## src/rtl/match_pkg.sv

```systemverilog
// match_pkg: phase/result encodings shared by the round controller and the health block.
package match_pkg;
  typedef enum logic [2:0] {IDLE = 3'd0, INTRO = 3'd1, FIGHT = 3'd2, KO = 3'd3, MATCH_OVER = 3'd4} phase_e;
  typedef enum logic [1:0] {NONE = 2'b00, P1 = 2'b01, P2 = 2'b10, DRAW = 2'b11} result_e;
  localparam int HEALTH_MAX = 400;
endpackage

```

## src/rtl/sec_prescaler.sv

```systemverilog
// sec_prescaler: one-cycle sec_tick every TICKS_PER_SEC clocks, restartable via clear.
module sec_prescaler #(
  parameter int TICKS_PER_SEC = 100000000
) (
  input  logic clk,
  input  logic reset,
  input  logic clear,
  output logic sec_tick
);
  localparam int W = TICKS_PER_SEC > 1 ? $clog2(TICKS_PER_SEC) : 1;
  logic [W-1:0] cnt_q;
  assign sec_tick = cnt_q == W'(TICKS_PER_SEC - 1);
  always_ff @(posedge clk or posedge reset)
    if (reset) cnt_q <= '0;
    else cnt_q <= (clear || sec_tick) ? '0 : cnt_q + W'(1);
endmodule

```

## src/rtl/match_round_controller.sv

```systemverilog
// match_round_controller: best-of-N round sequencer (intro, fight timer, KO hold, match over)
// driving the health block reset and gating player input.
module match_round_controller
  import match_pkg::*;
#(
  parameter int TICKS_PER_SEC = 100000000,
  parameter int INTRO_SEC     = 3,
  parameter int ROUND_SEC     = 99,
  parameter int KO_SEC        = 2,
  parameter int WINS_TO_MATCH = 2,
  parameter int MAX_ROUNDS    = 5
) (
  input  logic       clk,
  input  logic       reset,
  input  logic       start,
  input  logic [1:0] health_state,
  input  logic [8:0] health_1,
  input  logic [8:0] health_2,
  output logic       health_reset,
  output logic       fight_enable,
  output logic [2:0] phase,
  output logic [2:0] round_num,
  output logic [1:0] wins_1,
  output logic [1:0] wins_2,
  output logic [6:0] timer_sec,
  output logic [1:0] round_winner,
  output logic [1:0] match_winner
);
  phase_e     phase_q, phase_d;
  logic       start_q, sec_tick, start_edge, last_sec, dec, match_done;
  logic       health_reset_q, fight_enable_q;
  logic [2:0] round_q;
  logic [1:0] wins_1_q, wins_2_q, round_winner_q, match_winner_q, res_d;
  logic [6:0] timer_q;

  assign start_edge = start & ~start_q;
  assign dec        = sec_tick && timer_q != 7'd0;
  assign last_sec   = sec_tick && timer_q == 7'd1;
  assign match_done = wins_1_q == 2'(WINS_TO_MATCH) || wins_2_q == 2'(WINS_TO_MATCH) || round_q == 3'(MAX_ROUNDS);
  // A KO reported by the health block outranks a simultaneous time-out.
  assign res_d = health_state != NONE ? health_state :
                 !last_sec ? NONE :
                 health_1 > health_2 ? P1 :
                 health_2 > health_1 ? P2 : DRAW;

  always_comb begin
    phase_d = phase_q;
    case (phase_q)
      IDLE, MATCH_OVER: phase_d = start_edge ? INTRO : phase_q;
      INTRO:            phase_d = last_sec ? FIGHT : INTRO;
      FIGHT:            phase_d = res_d != NONE ? KO : FIGHT;
      KO:               phase_d = !last_sec ? KO : match_done ? MATCH_OVER : INTRO;
      default:          phase_d = IDLE;
    endcase
  end

  sec_prescaler #(.TICKS_PER_SEC(TICKS_PER_SEC)) u_prescaler (
    .clk      (clk),
    .reset    (reset),
    .clear    (phase_d != phase_q),
    .sec_tick (sec_tick)
  );

  always_ff @(posedge clk or posedge reset) begin
    if (reset) begin
      phase_q        <= IDLE;
      start_q        <= 1'b0;
      health_reset_q <= 1'b0;
      fight_enable_q <= 1'b0;
      round_q        <= '0;
      wins_1_q       <= '0;
      wins_2_q       <= '0;
      timer_q        <= '0;
      round_winner_q <= NONE;
      match_winner_q <= NONE;
    end else begin
      start_q        <= start;
      phase_q        <= phase_d;
      health_reset_q <= phase_d == INTRO && phase_q != INTRO;
      fight_enable_q <= phase_d == FIGHT;
      case (phase_q)
        IDLE, MATCH_OVER: if (start_edge) begin
          wins_1_q       <= '0;
          wins_2_q       <= '0;
          round_q        <= 3'd1;
          round_winner_q <= NONE;
          match_winner_q <= NONE;
          timer_q        <= 7'(INTRO_SEC);
        end
        INTRO: timer_q <= last_sec ? 7'(ROUND_SEC) : timer_q - 7'(dec);
        FIGHT: if (res_d != NONE) begin
          round_winner_q <= res_d;
          wins_1_q       <= wins_1_q + 2'(res_d == P1 && wins_1_q != 2'd3);
          wins_2_q       <= wins_2_q + 2'(res_d == P2 && wins_2_q != 2'd3);
          timer_q        <= 7'(KO_SEC);
        end else timer_q <= timer_q - 7'(dec);
        KO: if (last_sec && match_done) begin
          match_winner_q <= wins_1_q > wins_2_q ? P1 : wins_2_q > wins_1_q ? P2 : DRAW;
          timer_q        <= '0;
        end else if (last_sec) begin
          round_q <= round_q + 3'd1;
          timer_q <= 7'(INTRO_SEC);
        end else timer_q <= timer_q - 7'(dec);
        default: timer_q <= '0;
      endcase
    end
  end

  assign health_reset = health_reset_q;
  assign fight_enable = fight_enable_q;
  assign phase        = phase_q;
  assign round_num    = round_q;
  assign wins_1       = wins_1_q;
  assign wins_2       = wins_2_q;
  assign timer_sec    = timer_q;
  assign round_winner = round_winner_q;
  assign match_winner = match_winner_q;
endmodule

```

## config.mk

```make
export PLATFORM = sky130hd
export DESIGN_NAME = match_round_controller
export DESIGN_NICKNAME = d
export VERILOG_FILES = /design/src/rtl/match_pkg.sv /design/src/rtl/sec_prescaler.sv /design/src/rtl/match_round_controller.sv
export SDC_FILE = /design/constraint.sdc
export NUM_CORES = 1
export LEC_CHECK = 0
export CORE_ASPECT_RATIO = 0.75
export CORE_MARGIN = 2
export CORE_UTILIZATION = 55
export DETAILED_ROUTE_END_ITERATION = 10
export PLACE_DENSITY = 0.93
export REMOVE_ABC_BUFFERS = 1
export SYNTH_ARGS = -nofsm -noshare
export SYNTH_HDL_FRONTEND = slang
export SYNTH_HIERARCHICAL = 1
export SYNTH_SLANG_ARGS = --single-unit
```

## constraint.sdc

```tcl
create_clock -name clk -period 5.89 [get_ports clk]
set_input_delay 1.178 -clock clk [delete_from_list [all_inputs] [get_ports clk]]
set_output_delay 1.178 -clock clk [all_outputs]
set_load 0.02 [all_outputs]
```

==> results of run 1 <==
-- metrics by stage --
step           setup slack, ns  cells  total power [mW]
2_1_floorplan            2.795    338            0.3927
4_1_cts                  2.314    469            0.6356
6_report                 2.226    469            0.6319
5_1_grt                  1.938    469            0.6585
3_5_place_dp             2.121    461            0.4189
3_3_place_gp             2.276    461            0.4149
-- sequential cells by signal (all words and copies together), names as in the netlist --
signal,count
phase,3
round_winner,2
fight_enable,1
wins_1,2
u_prescaler/cnt_q,27
start_q,1
match_winner,2
health_reset,1
wins_2,2
timer_sec,7
round_num,3
-- worst max path at each step --
| stage | slack (ns) | startpoint | end | depth (start not counted) |
|---|---|---|---|---|
| final | 2.23 | u_prescaler/cnt_q[0] | wins_1[1] | 12 |
| after global routing | 1.94 | u_prescaler/cnt_q[0] | u_prescaler/cnt_q[5] | 11 |
| after CTS | 2.31 | u_prescaler/cnt_q[0] | wins_1[1] | 12 |
| after detailed placement | 2.12 | health_1[1] | wins_1[1] | 12 |
| after global placement | 2.28 | health_1[1] | wins_1[1] | 12 |
| after floorplan | 2.80 | health_1[1] | wins_1[1] | 11 |
-- layer usage --
metal  track usage  part of all wire
met1        0.3260              0.45
met5             0                 0
met2        0.3922              0.47
met4       0.06136             0.017
met3       0.03560             0.060
-- cell usage after synthesis, types with 7 or more instances --
| cell type | n |
|---|---|
| sky130_fd_sc_hd__a21oi_1 | 24 |
| sky130_fd_sc_hd__ha_1 | 18 |
| sky130_fd_sc_hd__nand2_1 | 30 |
| sky130_fd_sc_hd__nand3_1 | 14 |
| sky130_fd_sc_hd__o31ai_1 | 11 |
| sky130_fd_sc_hd__or4_1 | 10 |
| sky130_fd_sc_hd__nor3_1 | 7 |
| sky130_fd_sc_hd__inv_1 | 31 |
| sky130_fd_sc_hd__dfrtp_1 | 51 |
| sky130_fd_sc_hd__nor2_1 | 29 |
| sky130_fd_sc_hd__xnor2_1 | 7 |
| sky130_fd_sc_hd__o21ai_0 | 16 |
-- worst reg2reg max path: stages (launching register included) --
cell and delay (ns):
sky130_fd_sc_hd__dfrtp_1 0.41, sky130_fd_sc_hd__ha_1 0.27, sky130_fd_sc_hd__nand2_1 0.14, sky130_fd_sc_hd__or3_1 0.40, sky130_fd_sc_hd__nor4_1 0.42, sky130_fd_sc_hd__nand2_1 0.25, sky130_fd_sc_hd__nor4_4 0.52, sky130_fd_sc_hd__o221ai_1 0.22
sky130_fd_sc_hd__a21oi_1 0.18, sky130_fd_sc_hd__ha_1 0.16, sky130_fd_sc_hd__inv_1 0.06, sky130_fd_sc_hd__or3_1 0.39, sky130_fd_sc_hd__a21oi_1 0.17
-- cell families (layout without fill, tap and decap cells) --
kind of cell | after synthesis | after routing
simple gates | 141 | 141
compound gates | 82 | 82
flops | 51 | 51
buf+inv | 41 | 84
fa+ha+maj | 18 | 18
xor+xnor | 13 | 13
mux | 2 | 2
-- layout make-up --
class                      count  share of cell area
inverter                      31             0.03079
sequential                    51              0.3377
clock buffer                   8             0.02649
timing repair buffer          45              0.1192
multi-input combinational    256              0.4599
tap                           78             0.02583
-- power breakdown --
group	leakage (nW)	switching [mW]	internal (mW)
combinational	0.918	0.0263	0.0254
sequential	0.663	0.00685	0.354
clock	0.0515	0.112	0.107
==> results.ini, run 1 <==
[outcome]
status = finished clean

[grt]
gr-usage-all-layers = 0.2358
first_global_vias = 2683
grt_start_max_net_pins = 28
grt_pass1_wl_um = 12350
initial_antenna_violation_count = 0
global_route.overflow_total = 0

[logic_synthesis]
synth.yosys.warnings = 6
synth_top_area_frac = 0.3991
yosys.area_share.adder = 0.07042
synth_simple_gate_area_share = 0.2496
yosys.area_share.xor_xnor = 0.03560
synthTopCellsByArea = sky130_fd_sc_hd__dfrtp_1 (40%), sky130_fd_sc_hd__ha_1 (7.0%), sky130_fd_sc_hd__a21oi_1 (3.8%)
yosys-mux-area-fraction = 0.006651
synth_top_family_by_area = simple AND/OR/NAND/NOR gates
synthesis.area_mm2 = 0.003198
synth_cells = 348
edff_count_synth = 0
synth-seq-cells = 51
synth_compound_area_frac = 0.1811
synth_seq_area_share = 0.3991
synth-main-ff-cell = sky130_fd_sc_hd__dfrtp_1
synth.lib_cells_used.distinct = 60
cell_taking_the_most_area_after_synthesis = sky130_fd_sc_hd__dfrtp_1
synth.avg_cell_area_um2 = 9.190
async_reset_ff_frac = 1.000

[floorplan]
die_h_um = 70.04
initial_utilization = 0.5605
floorplan.io_pins = 46
placeableCoreArea_mm2 = 0.005705
fp.dieW_um = 92.05
die_area_mm2 = 0.006447
placementRows = 24

[worst_hold_path]
holdCritStartpoint = u_prescaler/cnt_q[0]
worst_hold_path_cells = 1
worstHoldPathType = reg2reg
worstHoldEndpoint = u_prescaler/cnt_q[0]

[clock_tree]
cts.hold.buffers_added = 0
cts_buffers = 5
cts-resized-gates = 0
cts_root_buf = sky130_fd_sc_hd__clkbuf_8
cts.sink_count = 51
clock_latency_ns = 0.30
clock_tree_from_tritoncts = built
clk_transition_reported_paths_ns = 0.09
cts_max_path_buffers = 2
htreeDepth = 2
post-cts-setup-buffers = 0

[timing]
maxSlewViolCount = 0
grt_setup_unrepaired = no
finalClockSkew_ns = 0.005306
min_period_ns = 3.664
whs_ns = 0.5149
worst_pin_slew_ns = 1.232
setup_viol = 0
max_freq_mhz = 272.9
period_share = 0.6221
worst_slew_margin_rel = 0.1759
final-hold-violation-count = 0
fin_tns_setup_ns = 0

[setup_path]
worstPathBufferInverterCount = 1
reg2reg_slack_ns = 2.23
crit_path_max_fanout = 12
worst_path_largest_cell_delay_ns = 0.52
critPathCaptureType = flop
rr_worst_depth = 12
critical_path_class = reg2reg
max_stage_delay_cell_worst_path = sky130_fd_sc_hd__nor4_4
critPathRequiredTime_ns = 6.12
regToRegStartpoint = u_prescaler/cnt_q[0]
critical_path.cell_chain = ha_1 -> nand2_1 -> or3_1 -> nor4_1 -> nand2_1 -> nor4_4 -> o221ai_1 -> a21oi_1 -> ha_1 -> inv_1 -> or3_1 -> a21oi_1
worst-endpoint-arrival_ns = 3.89
timing.critical_path.max_delay_family = simple AND/OR/NAND/NOR gates
startpoint_type = flop
timing.rr.end = wins_1[1]

[power_and_ir_drop]
pwr_density_cell_mw_per_mm2 = 167.2
leak_nw = 1.632
vdd_drop_max_mv = 0.1026

[routing]
drtAntennaViolNets = 0
first_drt_iteration_drcs = 242
wire_per_inst_um = 15.60
drtPass1Iterations = 5
via_per_inst = 6.077
drcViolationCount = 0
wire_length_reported_by_the_detailed_router_um = 7318
dr_total_vias = 2850

[cells_and_area]
final.fill_count = 454
layout.area.seq_mm2 = 0.001276
final_area_mm2 = 0.003779
layout.cells.most_common = sky130_fd_sc_hd__dfrtp_1
most_frequent_cells_in_the_layout = sky130_fd_sc_hd__dfrtp_1 (51), sky130_fd_sc_hd__clkdlybuf4s50_1 (45), sky130_fd_sc_hd__inv_1 (31)
number_of_nets_in_the_layout = 431
area.growth.synth_to_final_pct = 18.15
drive_gt1_frac = 0.07161
layout.core_utilization = 0.6623
multiInputGateArea_mm2 = 0.001738
antenna_cells = 0

[placement]
dpl.hpwl_um = 5322
placed_cell_area_mm2 = 0.003679
numPortBuffers = 45
place.gp.congestion = 0.8788

[run]
drv.max_cap_violation_count = 0

Power figures use the tool's default switching activity.
==> inputs of run 2 (changes only) <==
==> constraint.sdc (replaced) <==
create_clock -name clk -period 3.5 [get_ports clk]
set_input_delay 0.7 -clock clk [delete_from_list [all_inputs] [get_ports clk]]
set_output_delay 0.7 -clock clk [all_outputs]
set_load 0.02 [all_outputs]
==> run 2 against run 1 <==
  * Critical path type unchanged
  * Combinational power grew 65%
  * Die area is the same
  * First-iteration DRC count up 16%
  * Worst setup slack got worse by 2.1 ns
  * Sequential power up 68%
  * Register-to-register slack got worse by 2.1 ns
  * Fmax up 9.3%
  * Sequential share of layout area fell by 0.14 points
  * Largest power group unchanged
  * Utilization rose by 0.29 points
  * Highest routed layer unchanged
==> results.ini, run 2 (synthesis results as in run 1) <==
[grt]
global_route.overflow_total = 0
grt_start_max_net_pins = 28
gr-usage-all-layers = 0.2473
grt_pass1_wl_um = 13050
initial_antenna_violation_count = 0
first_global_vias = 2833

[placement]
dpl.hpwl_um = 5614
placed_cell_area_mm2 = 0.003686
dpl_worst_slack_ns = 0.1709
numPortBuffers = 45
place.gp.congestion = 0.8530

[timing]
period_share = 0.9583
worst_slew_margin_rel = 0.1761
finalClockSkew_ns = 0.004623
whs_ns = 0.5245
max_freq_mhz = 298.2
final.setup.worst_slack_ns = 0.1461
maxSlewViolCount = 0
worst_pin_slew_ns = 1.232
min_period_ns = 3.354
fin_tns_setup_ns = 0
setup_viol = 0
final-hold-violation-count = 0

[routing]
first_drt_iteration_drcs = 280
drtPass1Iterations = 6
dr_total_vias = 2923
detailroute.wirelength.met2_um = 3580
drtAntennaViolNets = 0
via_per_inst = 6.219
wire_per_inst_um = 16.17
wire_length_reported_by_the_detailed_router_um = 7598
route.met3.wl_um = 516
topRoutingLayerUsed = met4
drcViolationCount = 0
met1_wire_length_um = 3394

[outcome]
status = finished clean

[setup_path]
worst_path_largest_cell_delay_ns = 0.44
critPathCaptureType = flop
worstPathBufferInverterCount = 1
critical_path_class = reg2reg
max_stage_delay_cell_worst_path = sky130_fd_sc_hd__nor4_2
startpoint_type = flop
worst-endpoint-arrival_ns = 3.58
critPathRequiredTime_ns = 3.73
crit_path_max_fanout = 6
timing.critical_path.max_delay_family = simple AND/OR/NAND/NOR gates
critical_path.cell_chain = ha_1 -> nand2_1 -> or3_1 -> nor4_2 -> nand2_2 -> nor4_4 -> o221ai_1 -> a21oi_1 -> ha_1 -> inv_1 -> or3_1 -> a21oi_1

[power_and_ir_drop]
p_int_mw = 0.8199
leak_nw = 1.638
p_clk_frac = 0.350
power_frac_seq = 0.569
pwr_density_cell_mw_per_mm2 = 280.6
swShare = 0.2300
switching_power_of_the_nets_mw = 0.2449
combPwrFrac = 0.080
vdd_drop_max_mv = 0.1598

[clock_tree]
cts.sink_count = 51
cts_root_buf = sky130_fd_sc_hd__clkbuf_8
cts_max_path_buffers = 2
clock_latency_ns = 0.30
htreeDepth = 2
post-cts-setup-buffers = 0
clk_transition_reported_paths_ns = 0.09
cts_buffers = 5
clock_tree_from_tritoncts = built

[cells_and_area]
number_of_nets_in_the_layout = 432
area.growth.synth_to_final_pct = 18.66
largest_register_ffs = 27
antenna_cells = 0
final_area_mm2 = 0.003795
register_ranked_first_by_flip_flop_count = u_prescaler/cnt_q
most_frequent_cells_in_the_layout = sky130_fd_sc_hd__dfrtp_1 (51), sky130_fd_sc_hd__clkdlybuf4s50_1 (45), sky130_fd_sc_hd__inv_1 (31)
drive_gt1_frac = 0.07908
layout.core_utilization = 0.6651
layout.cells.most_common = sky130_fd_sc_hd__dfrtp_1

[floorplan]
placeableCoreArea_mm2 = 0.005705
die_area_mm2 = 0.006447
floorplan.io_pins = 46
fp.dieW_um = 92.05
die_h_um = 70.04
placementRows = 24
initial_utilization = 0.5605

[run]
drv.max_cap_violation_count = 0

[worst_hold_path]
worstHoldPathType = reg2reg

==> run 2: cell type report <==
cell class	count	area, um^2
Clock buffer	8	100.1
Fill cell	440	1911
Inverter	31	116.4
Multi-Input combinational cell	256	1747
Sequential cell	51	1276
Tap cell	78	97.59
Timing Repair Buffer	46	457.9
==> run 2: final timing paths <==
check                                     startpoint  slack [ns]              endpoint  cells after the start
worst max-delay path            u_prescaler/cnt_q[0]        0.15             wins_1[1]                     12
worst min-delay path            u_prescaler/cnt_q[0]        0.52  u_prescaler/cnt_q[0]                      1
worst max register to register  u_prescaler/cnt_q[0]        0.15             wins_1[1]                     12
worst min register to register  u_prescaler/cnt_q[0]        0.52  u_prescaler/cnt_q[0]                      1
max in group asynchronous                      reset        1.88  u_prescaler/cnt_q[7]                      2
min in group asynchronous                      reset        0.99              phase[1]                      2
==> run 2: power groups by stage <==
stage	registers, mW	clock network [mW]	logic [mW]
3_3_place_gp	0.617	0	0.0813
2_1_floorplan	0.616	0	0.0447
3_5_place_dp	0.617	0	0.0859
5_1_grt	0.608	0.401	0.0981
4_1_cts	0.606	0.377	0.0868
6_report	0.606	0.373	0.0857
==> run 2: timing repair <==
item | 4_1_cts | 5_1_grt
endpoints found under the setup margin | 0 | 27
gates resized for setup | 0 | 2
hold endpoints to repair | 0 | 0
hold buffers | 0 | 0
==> run 2: layer usage <==
| layer | track usage | vias to the layer above |
|---|---|---|
| met1 | 0.3489 | 1394 |
| li1 | - | 1353 |
| met3 | 0.03452 | 17 |
| met5 | 0 | - |
| met4 | 0.05638 | 0 |
| met2 | 0.4093 | 159 |
==> run 2: through the flow <==
step	power (mW)	std cells
after floorplan	0.6608	338
after global placement	0.6985	462
after detailed placement	0.7031	462
after CTS	1.070	470
after global routing	1.107	470
final	1.065	470
